$ cat src/rtl/enemy_wave_ctrl_pkg.sv
// ============================================================================
// enemy_wave_ctrl_pkg : shared game geometry and enemy slot-state encoding
// Revision: 1.0
// ============================================================================
`default_nettype none

package enemy_wave_ctrl_pkg;

  localparam int SCREEN_W = 640;
  localparam int SCREEN_H = 480;
  localparam int SPRITE_W = 50;
  localparam int Y_LIMIT  = 430;
  localparam int COORD_W  = 10;
  localparam int LFSR_W   = 10;

  typedef enum logic [1:0] {
    ST_IDLE    = 2'd0,
    ST_ACTIVE  = 2'd1,
    ST_EXPLODE = 2'd2
  } slot_state_t;

  // Single compare-subtract; input range 0..1023 lands inside 0..span-1 for span >= 512.
  function automatic logic [COORD_W-1:0] spawn_x_reduce(
    input logic [COORD_W-1:0] value,
    input logic [COORD_W-1:0] span
  );
    return (value >= span) ? (value - span) : value;
  endfunction

endpackage

`default_nettype wire

$ cat src/rtl/enemy_wave_ctrl_lfsr10.sv
// ============================================================================
// lfsr10 : free-running 10-bit Fibonacci LFSR, polynomial x^10 + x^7 + 1
// Revision: 1.0
// ============================================================================
`default_nettype none

module lfsr10
  import enemy_wave_ctrl_pkg::*;
#(
  parameter logic [LFSR_W-1:0] SEED = 10'h2A5
) (
  input  logic              clk,
  input  logic              rst,
  output logic [LFSR_W-1:0] lfsr_o
);

  logic [LFSR_W-1:0] lfsr_q;
  logic [LFSR_W-1:0] lfsr_d;

  // Taps at bits 10 and 7 (1-based) give the maximal 1023-state sequence.
  assign lfsr_d = {lfsr_q[LFSR_W-2:0], lfsr_q[9] ^ lfsr_q[6]};

  always_ff @(posedge clk) begin
    if (rst) begin
      lfsr_q <= SEED;
    end else begin
      lfsr_q <= lfsr_d;
    end
  end

  assign lfsr_o = lfsr_q;

endmodule

`default_nettype wire

$ cat src/rtl/enemy_wave_ctrl.sv
// ============================================================================
// enemy_wave_ctrl : enemy slot pool scheduler (spawn, move, escape, explode)
// Revision: 1.0
// ============================================================================
`default_nettype none

module enemy_wave_ctrl #(
  parameter int          N_SLOTS       = 4,
  parameter int          SCREEN_W      = enemy_wave_ctrl_pkg::SCREEN_W,
  parameter int          SPRITE_W      = enemy_wave_ctrl_pkg::SPRITE_W,
  parameter int          Y_LIMIT       = enemy_wave_ctrl_pkg::Y_LIMIT,
  parameter int          SPAWN_TICKS   = 120,
  parameter int          EXPLODE_TICKS = 16,
  parameter logic [9:0]  LFSR_SEED     = 10'h2A5
) (
  input  logic                       clk,
  input  logic                       rst,
  input  logic                       move_tick,
  input  logic                       enable,
  input  logic                       hit_valid,
  input  logic [$clog2(N_SLOTS)-1:0] hit_slot,
  output logic [N_SLOTS*10-1:0]      enemy_x,
  output logic [N_SLOTS*10-1:0]      enemy_y,
  output logic [N_SLOTS-1:0]         slot_active,
  output logic [N_SLOTS-1:0]         slot_exploding,
  output logic                       kill_pulse,
  output logic                       escape_pulse,
  output logic [15:0]                kill_count
);

  import enemy_wave_ctrl_pkg::*;

  localparam int SLOT_W  = $clog2(N_SLOTS);
  localparam int SPAWN_W = (SPAWN_TICKS > 1) ? $clog2(SPAWN_TICKS) : 1;
  localparam int EXPL_W  = (EXPLODE_TICKS > 1) ? $clog2(EXPLODE_TICKS) : 1;

  localparam logic [COORD_W-1:0] X_SPAN     = COORD_W'(SCREEN_W - SPRITE_W);
  localparam logic [COORD_W-1:0] Y_LAST     = COORD_W'(Y_LIMIT);
  localparam logic [SPAWN_W-1:0] SPAWN_TERM = SPAWN_W'(SPAWN_TICKS - 1);
  localparam logic [EXPL_W-1:0]  EXPL_TERM  = EXPL_W'(EXPLODE_TICKS - 1);

  logic                 tick_en;
  logic [LFSR_W-1:0]    lfsr_val;
  logic [COORD_W-1:0]   spawn_x;
  logic                 hit_ok;
  logic [N_SLOTS-1:0]   idle_vec;
  logic [N_SLOTS-1:0]   spawn_grant;
  logic [N_SLOTS-1:0]   kill_vec;
  logic [N_SLOTS-1:0]   esc_vec;
  logic                 any_idle;
  logic                 spawn_at_term;
  logic                 spawn_fire;

  logic [SPAWN_W-1:0]   spawn_cnt_q;
  logic [SPAWN_W-1:0]   spawn_cnt_d;
  logic [15:0]          kill_count_q;
  logic [15:0]          kill_count_d;
  logic                 kill_pulse_q;
  logic                 escape_pulse_q;

  lfsr10 #(
    .SEED (LFSR_SEED)
  ) u_lfsr (
    .clk    (clk),
    .rst    (rst),
    .lfsr_o (lfsr_val)
  );

  assign tick_en = move_tick && enable;
  assign spawn_x = spawn_x_reduce(lfsr_val, X_SPAN);
  assign hit_ok  = hit_valid && ({1'b0, hit_slot} < (SLOT_W + 1)'(N_SLOTS));

  // Lowest-index free slot wins; evaluated on pre-edge state so an escaping slot is never eligible.
  always_comb begin
    logic taken;
    spawn_grant = '0;
    taken       = 1'b0;
    for (int i = 0; i < N_SLOTS; i++) begin
      if (idle_vec[i] && !taken) begin
        spawn_grant[i] = 1'b1;
        taken          = 1'b1;
      end
    end
  end

  assign any_idle      = |idle_vec;
  assign spawn_at_term = (spawn_cnt_q == SPAWN_TERM);
  assign spawn_fire    = tick_en && spawn_at_term && any_idle;

  always_comb begin
    spawn_cnt_d = spawn_cnt_q;
    if (tick_en) begin
      if (spawn_at_term) begin
        if (any_idle) begin
          spawn_cnt_d = '0;
        end
      end else begin
        spawn_cnt_d = spawn_cnt_q + SPAWN_W'(1);
      end
    end
  end

  generate
    for (genvar i = 0; i < N_SLOTS; i++) begin : g_slot
      slot_state_t          state_q;
      slot_state_t          state_d;
      logic [COORD_W-1:0]   x_q;
      logic [COORD_W-1:0]   x_d;
      logic [COORD_W-1:0]   y_q;
      logic [COORD_W-1:0]   y_d;
      logic [EXPL_W-1:0]    ecnt_q;
      logic [EXPL_W-1:0]    ecnt_d;
      logic                 hit_me;
      logic                 kill_s;
      logic                 esc_s;

      assign hit_me = hit_ok && (hit_slot == SLOT_W'(i));

      always_comb begin
        state_d = state_q;
        x_d     = x_q;
        y_d     = y_q;
        ecnt_d  = ecnt_q;
        kill_s  = 1'b0;
        esc_s   = 1'b0;
        case (state_q)
          ST_IDLE: begin
            if (spawn_fire && spawn_grant[i]) begin
              state_d = ST_ACTIVE;
              x_d     = spawn_x;
              y_d     = '0;
              ecnt_d  = '0;
            end
          end
          ST_ACTIVE: begin
            // A hit takes priority over an escape on the same tick.
            if (hit_me) begin
              state_d = ST_EXPLODE;
              ecnt_d  = '0;
              kill_s  = 1'b1;
            end else if (tick_en) begin
              if (y_q == Y_LAST) begin
                state_d = ST_IDLE;
                esc_s   = 1'b1;
              end else begin
                y_d = y_q + COORD_W'(1);
              end
            end
          end
          ST_EXPLODE: begin
            if (tick_en) begin
              if (ecnt_q == EXPL_TERM) begin
                state_d = ST_IDLE;
                ecnt_d  = '0;
              end else begin
                ecnt_d = ecnt_q + EXPL_W'(1);
              end
            end
          end
          default: begin
            state_d = ST_IDLE;
          end
        endcase
      end

      always_ff @(posedge clk) begin
        if (rst) begin
          state_q <= ST_IDLE;
          x_q     <= '0;
          y_q     <= '0;
          ecnt_q  <= '0;
        end else begin
          state_q <= state_d;
          x_q     <= x_d;
          y_q     <= y_d;
          ecnt_q  <= ecnt_d;
        end
      end

      assign idle_vec[i]              = (state_q == ST_IDLE);
      assign slot_active[i]           = (state_q == ST_ACTIVE);
      assign slot_exploding[i]        = (state_q == ST_EXPLODE);
      assign enemy_x[10*i +: COORD_W] = x_q;
      assign enemy_y[10*i +: COORD_W] = y_q;
      assign kill_vec[i]              = kill_s;
      assign esc_vec[i]               = esc_s;
    end
  endgenerate

  // At most one slot can be hit per cycle, so the count steps by at most one.
  assign kill_count_d = (|kill_vec && (kill_count_q != 16'hFFFF)) ?
                        (kill_count_q + 16'd1) : kill_count_q;

  always_ff @(posedge clk) begin
    if (rst) begin
      spawn_cnt_q    <= '0;
      kill_count_q   <= '0;
      kill_pulse_q   <= 1'b0;
      escape_pulse_q <= 1'b0;
    end else begin
      spawn_cnt_q    <= spawn_cnt_d;
      kill_count_q   <= kill_count_d;
      kill_pulse_q   <= |kill_vec;
      escape_pulse_q <= |esc_vec;
    end
  end

  assign kill_pulse   = kill_pulse_q;
  assign escape_pulse = escape_pulse_q;
  assign kill_count   = kill_count_q;

endmodule

`default_nettype wire

$ cat config.mk
export PLATFORM = sky130hd
export DESIGN_NAME = enemy_wave_ctrl
export DESIGN_NICKNAME = d
export VERILOG_FILES = /design/src/rtl/enemy_wave_ctrl_pkg.sv /design/src/rtl/enemy_wave_ctrl_lfsr10.sv /design/src/rtl/enemy_wave_ctrl.sv
export SDC_FILE = /design/constraint.sdc
export NUM_CORES = 1
export LEC_CHECK = 0
export BUFFER_PORTS_ARGS = -buffer_cell sky130_fd_sc_hd__buf_2
export CORE_AREA = 2 2 124 126
export DETAILED_ROUTE_END_ITERATION = 12
export DIE_AREA = 0 0 126 128
export GPL_ROUTABILITY_DRIVEN = 0
export GPL_TIMING_DRIVEN = 0
export HOLD_SLACK_MARGIN = 0.06
export PLACE_DENSITY = 0.7
export SETUP_SLACK_MARGIN = 0.02
export SLEW_MARGIN = 0
export SYNTH_ARGS = -nofsm -noshare
export SYNTH_HDL_FRONTEND = slang
export SYNTH_SLANG_ARGS = --single-unit
$ cat constraint.sdc
create_clock -name clk -period 4.7 [get_ports clk]
set_clock_uncertainty 0.2 [all_clocks]
set_input_delay 0.235 -clock clk [delete_from_list [all_inputs] [get_ports clk]]
set_output_delay 0.235 -clock clk [all_outputs]
set_load 0.1 [all_outputs]
Word-level counts from Yosys, hierarchy flattened
Index checks and enable logic that the tools add are counted.
- input port bits: 7
- logic and storage cells: 244
- bits in registers: 139
- multiplexer cells: 101
- equality and inequality tests: 58
- add/subtract/negate cells: 11
- magnitude comparators: 1
- reduce and logical (&&, ||, !) cells: 51
- bitwise logic cells: 1
- operators by type and width (kind ; count):
    10-bit 2-to-1 mux ; 17
    10-bit one-hot mux with 2 select lines ; 4
    4-bit 2-to-1 mux ; 16
    2-bit 2-to-1 mux ; 24
    4-bit one-hot mux with 3 select lines ; 4
    10-bit by 1-bit adder with 10-bit output, second input constant ; 4
    10-bit by 9-bit == test with 1-bit output, second input constant ; 4
    2-bit by 1-bit inequality test with 1-bit output, second input constant ; 20
    5-bit AND reduction ; 8
    1-bit 2-to-1 mux ; 30
    3-bit by 1-bit inequality test with 1-bit output, second input constant ; 8
    2-bit one-hot mux with 3 select lines ; 4
    2-bit inequality test, second input constant ; 9
    16-bit by 1-bit adder with 16-bit output, second input constant ; 1
    4-bit by 1-bit adder with 4-bit output, second input constant ; 4
    4-bit == test, second input constant ; 4
    16-bit inequality test, second input constant ; 1
    4-bit AND reduction ; 4
    1-bit logical AND ; 15
    7-bit 2-to-1 mux ; 2
    2-bit == test, second input constant ; 6
    3-bit nonzero test ; 4
    4-bit OR reduction ; 3
    2-bit by 1-bit == test with 1-bit output, second input constant ; 5
    9 further kinds ; 22

Longest topological paths before layout
Gate-level depths: netlist of the first run.
- depth after elaboration: 14
- mapped depth: 8
- depth with buffers taken out: 7

By module
From an unflattened synthesis of the first run, not the netlist that was laid out.
- cells, all modules: 790
- area total of the unflattened synthesis: 6617.6 um2
- by module, submodules not included (module ; sequential area each (um2) ; area each (um2) ; instances ; cells each):
    enemy_wave_ctrl ; 2582.5 ; 6278.5 ; 1 ; 760
    lfsr10 ; 200.2 ; 339.1 ; 1 ; 30

Worst setup path after synthesis of the first run
OpenSTA, ideal clock, no wires.
- kind: flip-flop to flip-flop
- from: reg g_slot[3].state_q[0]
- to: reg g_slot[3].y_q[3]
- buffers on the path: 0
- stages on the path, launching flop included: 6
- arrival: 3.000 ns
- library setup time: 0.124 ns
- setup slack: 1.376 ns
- required time: 4.376 ns
- clock period less this slack: 3.324 ns
- cell sequence: dfxtp_1 -> nor2b_1 -> nand3_1 -> nor4b_1 -> xnor2_1 -> nor2_1
- RTL lines (element ; RTL line ; text):
    start, declared ; enemy_wave_ctrl.sv:105 ; slot_state_t state_q;
    start signal, assigned ; enemy_wave_ctrl.sv:173 ; state_q <= state_d;
    2-bit by 1-bit == test with 1-bit output (*) ; - ;
    named net slot_active[3] ; enemy_wave_ctrl.sv:24 ; output logic [N_SLOTS-1:0] slot_active,
    2-bit inequality test (no line), or another cell as far along ; - ;
    5-bit AND reduction (no line) ; - ;
    end signal, assigned ; enemy_wave_ctrl.sv:175 ; y_q <= y_d;
    end, declared ; enemy_wave_ctrl.sv:109 ; logic [COORD_W-1:0] y_q;
Mark *: on every way through the listed nets, which the timed path passes. The rest lies on a longest branch.
A chain may end at the register's enable or synchronous reset.

Worst setup path after layout of the first run
- from: reg spawn_cnt_q[0]
- to: reg g_slot[3].x_q[9]
- cells in the longest elaborated chain, start to end: 5
- ends and longest elaborated chain (element ; RTL line ; text):
    start, declared ; enemy_wave_ctrl.sv:54 ; logic [SPAWN_W-1:0] spawn_cnt_q;
    start signal, assigned ; enemy_wave_ctrl.sv:201 ; spawn_cnt_q <= spawn_cnt_d;
    7-bit == test ; enemy_wave_ctrl.sv:87 ; assign spawn_at_term = (spawn_cnt_q == SPAWN_TERM);
    1-bit logical AND (2 in series) ; enemy_wave_ctrl.sv:88 ; assign spawn_fire = tick_en && spawn_at_term && any_idle;
    1-bit logical AND ; enemy_wave_ctrl.sv:128 ; if (spawn_fire && spawn_grant[i]) begin
    2-bit AND reduction (no line) ; - ;
    end signal, assigned ; enemy_wave_ctrl.sv:169 ; x_q <= '0;
    end signal, assigned ; enemy_wave_ctrl.sv:174 ; x_q <= x_d;
    end, declared ; enemy_wave_ctrl.sv:107 ; logic [COORD_W-1:0] x_q;
No other way between the ends.

==> results of run 1 <==
[flip-flops by register name (all words and copies together), names as in the netlist]
signal,cells
g_slot.ecnt_q,16
kill_pulse,1
g_slot.x_q,40
spawn_cnt_q,7
u_lfsr.lfsr_o,10
kill_count,16
escape_pulse,1
g_slot.state_q,8
g_slot.y_q,40
[cells in the final DEF, fill, tap and decap left out, types with 19 or more instances in the layout]
cell,synthesis,routed
or3_1,19,19
dfxtp_1,139,139
a21oi_1,52,52
buf_2,6,118
nor2_1,96,96
clkbuf_1,22,25
nand2_1,71,71
nand3_1,30,30
nand4_1,23,23
o21ai_0,25,25
a211oi_1,26,26
[timing repair]
action	in CTS	in global routing
setup endpoints to repair	0	0
hold buffers	3	0
setup buffers	0	0
hold endpoints to repair	2	0
[through the flow]
| step | util | hold slack, ps |
|---|---|---|
| 5_1_grt | 0.5311 | 232.0 |
| 3_3_place_gp | 0.4908 | 238.1 |
| 6_report | 0.5313 | 216.7 |
| 3_5_place_dp | 0.4908 | 249.5 |
| 4_1_cts | 0.5311 | 177.8 |
| 2_1_floorplan | - | 247.3 |
[Yosys cell counts (all sizes together), types with 12 or more instances]
| cell type | count |
|---|---|
| xor2 | 18 |
| a211oi | 26 |
| nor2 | 96 |
| nand3 | 30 |
| clkbuf | 22 |
| o21ai | 30 |
| nor4 | 13 |
| nand4 | 23 |
| nor2b | 12 |
| a21oi | 52 |
| nor3 | 20 |
| or3 | 19 |
| xnor2 | 18 |
| ha | 15 |
| nand2 | 71 |
| dfxtp | 139 |
| inv | 17 |
[per-layer routing]
layer  GRT usage  share of wire  vias to the layer above
met5           0              0                        -
met4     0.07951          0.015                        0
met3     0.06720          0.075                       20
met2      0.3194           0.44                      180
met1      0.2921           0.47                     2888
li1            -              -                     3032
[power groups by stage]
stage	Clock, mW	Sequential [mW]	Combinational, mW
final	1.30	1.20	0.0959
after detailed placement	0	1.22	0.0936
after floorplan	0	1.22	0.0593
after global routing	1.37	1.20	0.104
after global placement	0	1.22	0.0924
after CTS	1.32	1.20	0.0957
[worst paths after layout]
| kind | end | cells after the start | slack, ps |
|---|---|---|---|
| worst max-delay path | g_slot[3].x_q[9]$_SDFFE_PP0P_ | 8 | 1990 |
| worst min-delay path | g_slot[0].state_q[0]$_SDFFE_PP0P_ | 5 | 220 |
| worst min register to register | g_slot[3].x_q[9]$_SDFFE_PP0P_ | 2 | 260 |
| worst max register to register | g_slot[3].x_q[9]$_SDFFE_PP0P_ | 8 | 1990 |
[logic make-up (layout without fill, tap and decap cells)]
| logic type | count (synthesis) | after routing |
|---|---|---|
| adder cells (fa/ha/maj) | 15 | 15 |
| flip-flops | 139 | 139 |
| other | 0 | 1 |
| buffers and inverters | 50 | 195 |
| AO/OA/AOI/OAI | 161 | 161 |
| multiplexers | 7 | 7 |
| AND/OR/NAND/NOR | 355 | 355 |
| XOR/XNOR | 36 | 36 |
[cell type report]
| type | count | share of cell area |
|---|---|---|
| flip-flops and latches | 139 | 0.3523 |
| clock inverters | 7 | 0.01157 |
| inverters | 19 | 0.009030 |
| repair buffers | 115 | 0.07478 |
| multi-input cells | 574 | 0.4441 |
| diodes | 1 | 0.0003169 |
| plain buffers | 31 | 0.01759 |
| well taps | 188 | 0.02978 |
| clock buffers | 23 | 0.06052 |
[worst max-delay path, cell delays in order, from the launching register on]
cell      delay (ps)
dfxtp_1          390
ha_1             250
and2_1           140
clkbuf_1         240
nand3_1          190
nor4_2           650
buf_2            360
nand2_1           70
a21oi_1          130
==> impl_metrics.env, run 1 <==
export IMPL_grt_max_degree=17
export IMPL_final_cells=1097
export IMPL_postSynth_asyncResetShare=0
export IMPL_htree_levels=4
export IMPL_maxCapViolCount=0
export IMPL_worstSetupPathType="reg2reg"
export IMPL_setup_viol_count_final=0
export IMPL_p_int_mw=2.027
export IMPL_tns_ps=0
export IMPL_yosysTopAreaCell="dfxtp_1"
export IMPL_finalCritPeriodShare=0.5760
export IMPL_syn_area_um2=6500
export IMPL_wl_per_cell_um=15.90
export IMPL_synthMuxAreaShare=0.01155
export IMPL_cp_data_required_time_ps=4840
export IMPL_drt_drc_violations_left=0
export IMPL_die_h_um=128
export IMPL_final_nets=919
export IMPL_slew_headroom=0.4784
export IMPL_cp_end_kind="flip-flop"
export IMPL_dp_cells=1063
export IMPL_synth_adder_area_share=0.02887
export IMPL_pwr_share_comb=0.037
export IMPL_fillers=1425
export IMPL_routed_wl_um=17440
export IMPL_power_mw=2.592
export IMPL_numCtsBuffers=17
export IMPL_start_util=0.4373
export IMPL_status="complete, no violations"
export IMPL_tightestPinTransition_ps=777.1
export IMPL_post_synth_and_or_nand_nor_area_fraction=0.2874
export IMPL_crit_path_start_kind="flip-flop"
export IMPL_synth_edf_count=0
export IMPL_crit_start="spawn_cnt_q[0]$_SDFFE_PP0P_"
export IMPL_powerDensity_nw_per_um2=328.2
export IMPL_syn2layout_area_growth_pct=21.50
export IMPL_cts_resized=0
export IMPL_coreArea_um2=14860
export IMPL_dieWidth_um=126
export IMPL_rsz0062_at_grt="no"
export IMPL_io_buffers=112
export IMPL_design_area_um2=7898
export IMPL_synth_ff_type="dfxtp_1"
export IMPL_yosys_register_bits=139
export IMPL_power_switching_mw=0.5646
export IMPL_drt_iter0_markers=444
export IMPL_grt_overflow=0
export IMPL_via_count=6120
export IMPL_grt_pass1_wl_um=27810
export IMPL_finalCriticalPeriod_ps=2707
export IMPL_yosysTopAreaCellShare=0.4281
export IMPL_track_usage=0.2144
export IMPL_cts_sinks=139
export IMPL_ant_nets=0
export IMPL_maxSlewViolCount=0
export IMPL_clock_root_buffer="clkbuf_16"
export IMPL_leakagePower_nw=3.113
export IMPL_worstReg2RegStart="spawn_cnt_q[0]$_SDFFE_PP0P_"
export IMPL_syn_area_per_cell_um2=8.519
export IMPL_dpl_hpwl_um=12600
export IMPL_cts_tree="yes"
export IMPL_synthTopCellsByArea="dfxtp_1 43%, nor2_1 5.5%, nand2_1 4.1%"
export IMPL_syn_inst=763
export IMPL_register_area_um2=2783
export IMPL_crit_fanout=10
export IMPL_synth_top_family_by_area="simple AND/OR/NAND/NOR gates"
export IMPL_pre_cts_slack_ps=2043
export IMPL_fin_ws_ps=1993
export IMPL_core_rowCount=45
export IMPL_dpl_cell_area_um2=7296
export IMPL_min_delay_start="hit_slot[0]"
export IMPL_finalHoldViolations=0
export IMPL_clk_latency_ps=420
export IMPL_synth_cell_type_count=70
export IMPL_mappedNetlistNets=785
export IMPL_cts_clk_slew_worst_paths_ps=60
export IMPL_synth_compound_area_share=0.1632
export IMPL_clockBufferDepth=2
export IMPL_dieArea_um2=16130
export IMPL_antenna_found_initial=1
export IMPL_drive_gt1_frac=0.1938
export IMPL_synth_xor_area_frac=0.04851
export IMPL_clkPwrFrac=0.501
export IMPL_synth_warnings=0
export IMPL_multi_input_area_um2=3507
export IMPL_synth_seq_area_share=0.4281
export IMPL_max_freq_mhz=369.4
export IMPL_hold_path_class="in2reg"
export IMPL_netSwitchingFraction=0.2178
export IMPL_io_pins=113
export IMPL_critPathArrivalTime_ps=2850
export IMPL_power_frac_seq=0.462
export IMPL_first_global_vias=5398
export IMPL_irDropWorstVdd_mv=0.1748
export IMPL_viasPerCell=5.579
export IMPL_dr_pass1_iters=5
No activity file was read; power rests on OpenSTA's default activity.
==> run 2: changes to the inputs <==
==> constraint.sdc (replaced) <==
create_clock -name clk -period 2.6 [get_ports clk]
set_clock_uncertainty 0.2 [all_clocks]
set_input_delay 0.13 -clock clk [delete_from_list [all_inputs] [get_ports clk]]
set_output_delay 0.13 -clock clk [all_outputs]
set_load 0.1 [all_outputs]
==> run 2 against run 1 <==
Compared with the run above:
- non-clock buffer count grew 1
- routed wire length fell by 0.66%
- sequential share of layout area decreased by 0.34 points
- worst setup slack worse by 1800 ps
- combinational power grew 82%
- critical path depth decreased by 1
- largest cell class unchanged
==> impl_metrics.env, run 2 (synthesis gave the netlist of run 1 again) <==
export IMPL_cp_end_kind="flip-flop"
export IMPL_grt_pass1_wl_um=27600
export IMPL_tightestPinTransition_ps=807.1
export IMPL_slew_headroom=0.4583
export IMPL_syn2layout_area_growth_pct=23.83
export IMPL_io_buffers=112
export IMPL_irDropWorstVdd_mv=0.4797
export IMPL_numCtsBuffers=17
export IMPL_viasPerCell=5.534
export IMPL_met1_usage=0.2902
export IMPL_layout_common_cells="118 x buf_2, 118 x dfxtp_1, 95 x nor2_1"
export IMPL_dpl_hpwl_um=12520
export IMPL_setup_viol_count_final=0
export IMPL_status="complete, no violations"
export IMPL_start_util=0.4373
export IMPL_crit_fanout=6
export IMPL_rsz0062_at_grt="no"
export IMPL_grt_overflow=0
export IMPL_finalCriticalPeriod_ps=2449
export IMPL_track_usage=0.2125
export IMPL_via_count=6087
export IMPL_finalCritPeriodShare=0.9421
export IMPL_final_cells=1100
export IMPL_cts_clk_slew_worst_paths_ps=60
export IMPL_drive_gt1_frac=0.2250
export IMPL_grt_max_degree=17
export IMPL_io_pins=113
export IMPL_ant_nets=0
export IMPL_worstSetupPathType="reg2reg"
export IMPL_pre_cts_slack_ps=-42.00
export IMPL_first_global_vias=5315
export IMPL_drt_drc_violations_left=0
export IMPL_cp_data_required_time_ps=2720
export IMPL_dr_pass1_iters=5
export IMPL_leakagePower_nw=3.167
export IMPL_clockBufferDepth=2
export IMPL_cts_tree="yes"
export IMPL_core_rowCount=45
export IMPL_routed_wl_um=17330
export IMPL_max_freq_mhz=408.3
export IMPL_met3_usage=0.06678
export IMPL_finalHoldViolations=0
export IMPL_die_h_um=128
export IMPL_drt_iter0_markers=306
export IMPL_utilization=0.5415
export IMPL_maxCapViolCount=0
export IMPL_dpl_cell_area_um2=7335
export IMPL_clk_latency_ps=420
export IMPL_antenna_found_initial=1
export IMPL_busiest_layer="met2"
export IMPL_use_met2=0.3163
export IMPL_fillers=1396
export IMPL_cts_sinks=139
export IMPL_htree_levels=4
export IMPL_clock_root_buffer="clkbuf_16"
export IMPL_dieWidth_um=126
export IMPL_hold_path_class="in2reg"
export IMPL_fin_ws_ps=150.5
export IMPL_critPathArrivalTime_ps=2570
export IMPL_maxSlewViolCount=0
export IMPL_dp_cells=1063
export IMPL_final_nets=920
export IMPL_crit_path_start_kind="flip-flop"
export IMPL_dieArea_um2=16130
export IMPL_coreArea_um2=14860
export IMPL_largestRegisters="g_slot.x_q (40), g_slot.y_q (40)"
export IMPL_wl_per_cell_um=15.75
export IMPL_whs_ps=97.63
export IMPL_design_area_um2=8049
export IMPL_powerDensity_nw_per_um2=622.2
-- run 2: cell types whose count changed in the layout (fill, tap and decap cells not counted), sizes merged --
cell	previous run	this run
clkinv	6	5
clkbuf	45	43
clkinvlp	1	4
buf	121	122
inv	17	16
bufinv	2	5
-- run 2: report_power, final --
group / internal [mW] / switching (mW) / total, mW
combinational: 0.0480 / 0.127 / 0.175
sequential: 2.14 / 0.0192 / 2.16
clock: 1.75 / 0.920 / 2.67
-- run 2: cell type report --
type	count	area, µm²	area share
tap	188	235.2	0.02922
antenna	1	2.502	0.0003109
timing repair buffer	116	598.1	0.07430
sequential	139	2809	0.3490
clock buffer	21	460.4	0.05721
multi-input combinational	574	3537	0.4395
inverter	19	76.32	0.009482
clock inverter	11	191.4	0.02378
buffer	31	138.9	0.01725
-- run 2: metrics by stage --
step / TNS [ps] / power (mW)
5_1_grt: 0 / 5.157
6_report: 0 / 5.008
2_1_floorplan: 0 / 2.310
3_5_place_dp: -88.11 / 2.378
3_3_place_gp: -22.32 / 2.377
4_1_cts: 0 / 5.041
-- run 2: final timing paths --
check | startpoint | end | slack, ps | depth (start not counted)
setup / recovery | spawn_cnt_q[0]$_SDFFE_PP0P_ | g_slot[3].ecnt_q[1]$_SDFFE_PP0P_ | 150 | 7
hold / removal | hit_slot[0] | kill_pulse$_SDFF_PP0_ | 100 | 5
setup reg to reg | spawn_cnt_q[0]$_SDFFE_PP0P_ | g_slot[3].ecnt_q[1]$_SDFFE_PP0P_ | 150 | 7
hold reg to reg | g_slot[3].x_q[9]$_SDFFE_PP0P_ | g_slot[3].x_q[9]$_SDFFE_PP0P_ | 250 | 2
-- run 2: worst max-delay path: stages (launching register included) --
cell and delay (ps):
dfxtp_1 390, ha_1 250, and2_1 140, clkbuf_1 270, a41oi_1 200, o31ai_1 570, nor3b_1 100, a41o_1 220
-- run 2: timing repair --
item / in CTS / in global routing
resized for setup: 2 / 2
pin swaps: 0 / 1
endpoints found under the setup margin: 13 / 16
hold buffers: 3 / 0
endpoints found under the hold margin: 3 / 0
setup buffers: 0 / 1
-- run 2: routing by layer --
| metal | vias to the layer above | share of wire | routed length [µm] |
|---|---|---|---|
| li1 | 3045 | - | - |
| met1 | 2861 | 0.47 | 8122 |
| met2 | 156 | 0.44 | 7635 |
| met3 | 23 | 0.072 | 1247 |
| met4 | 2 | 0.018 | 309 |
| met5 | - | 0.00075 | 13 |
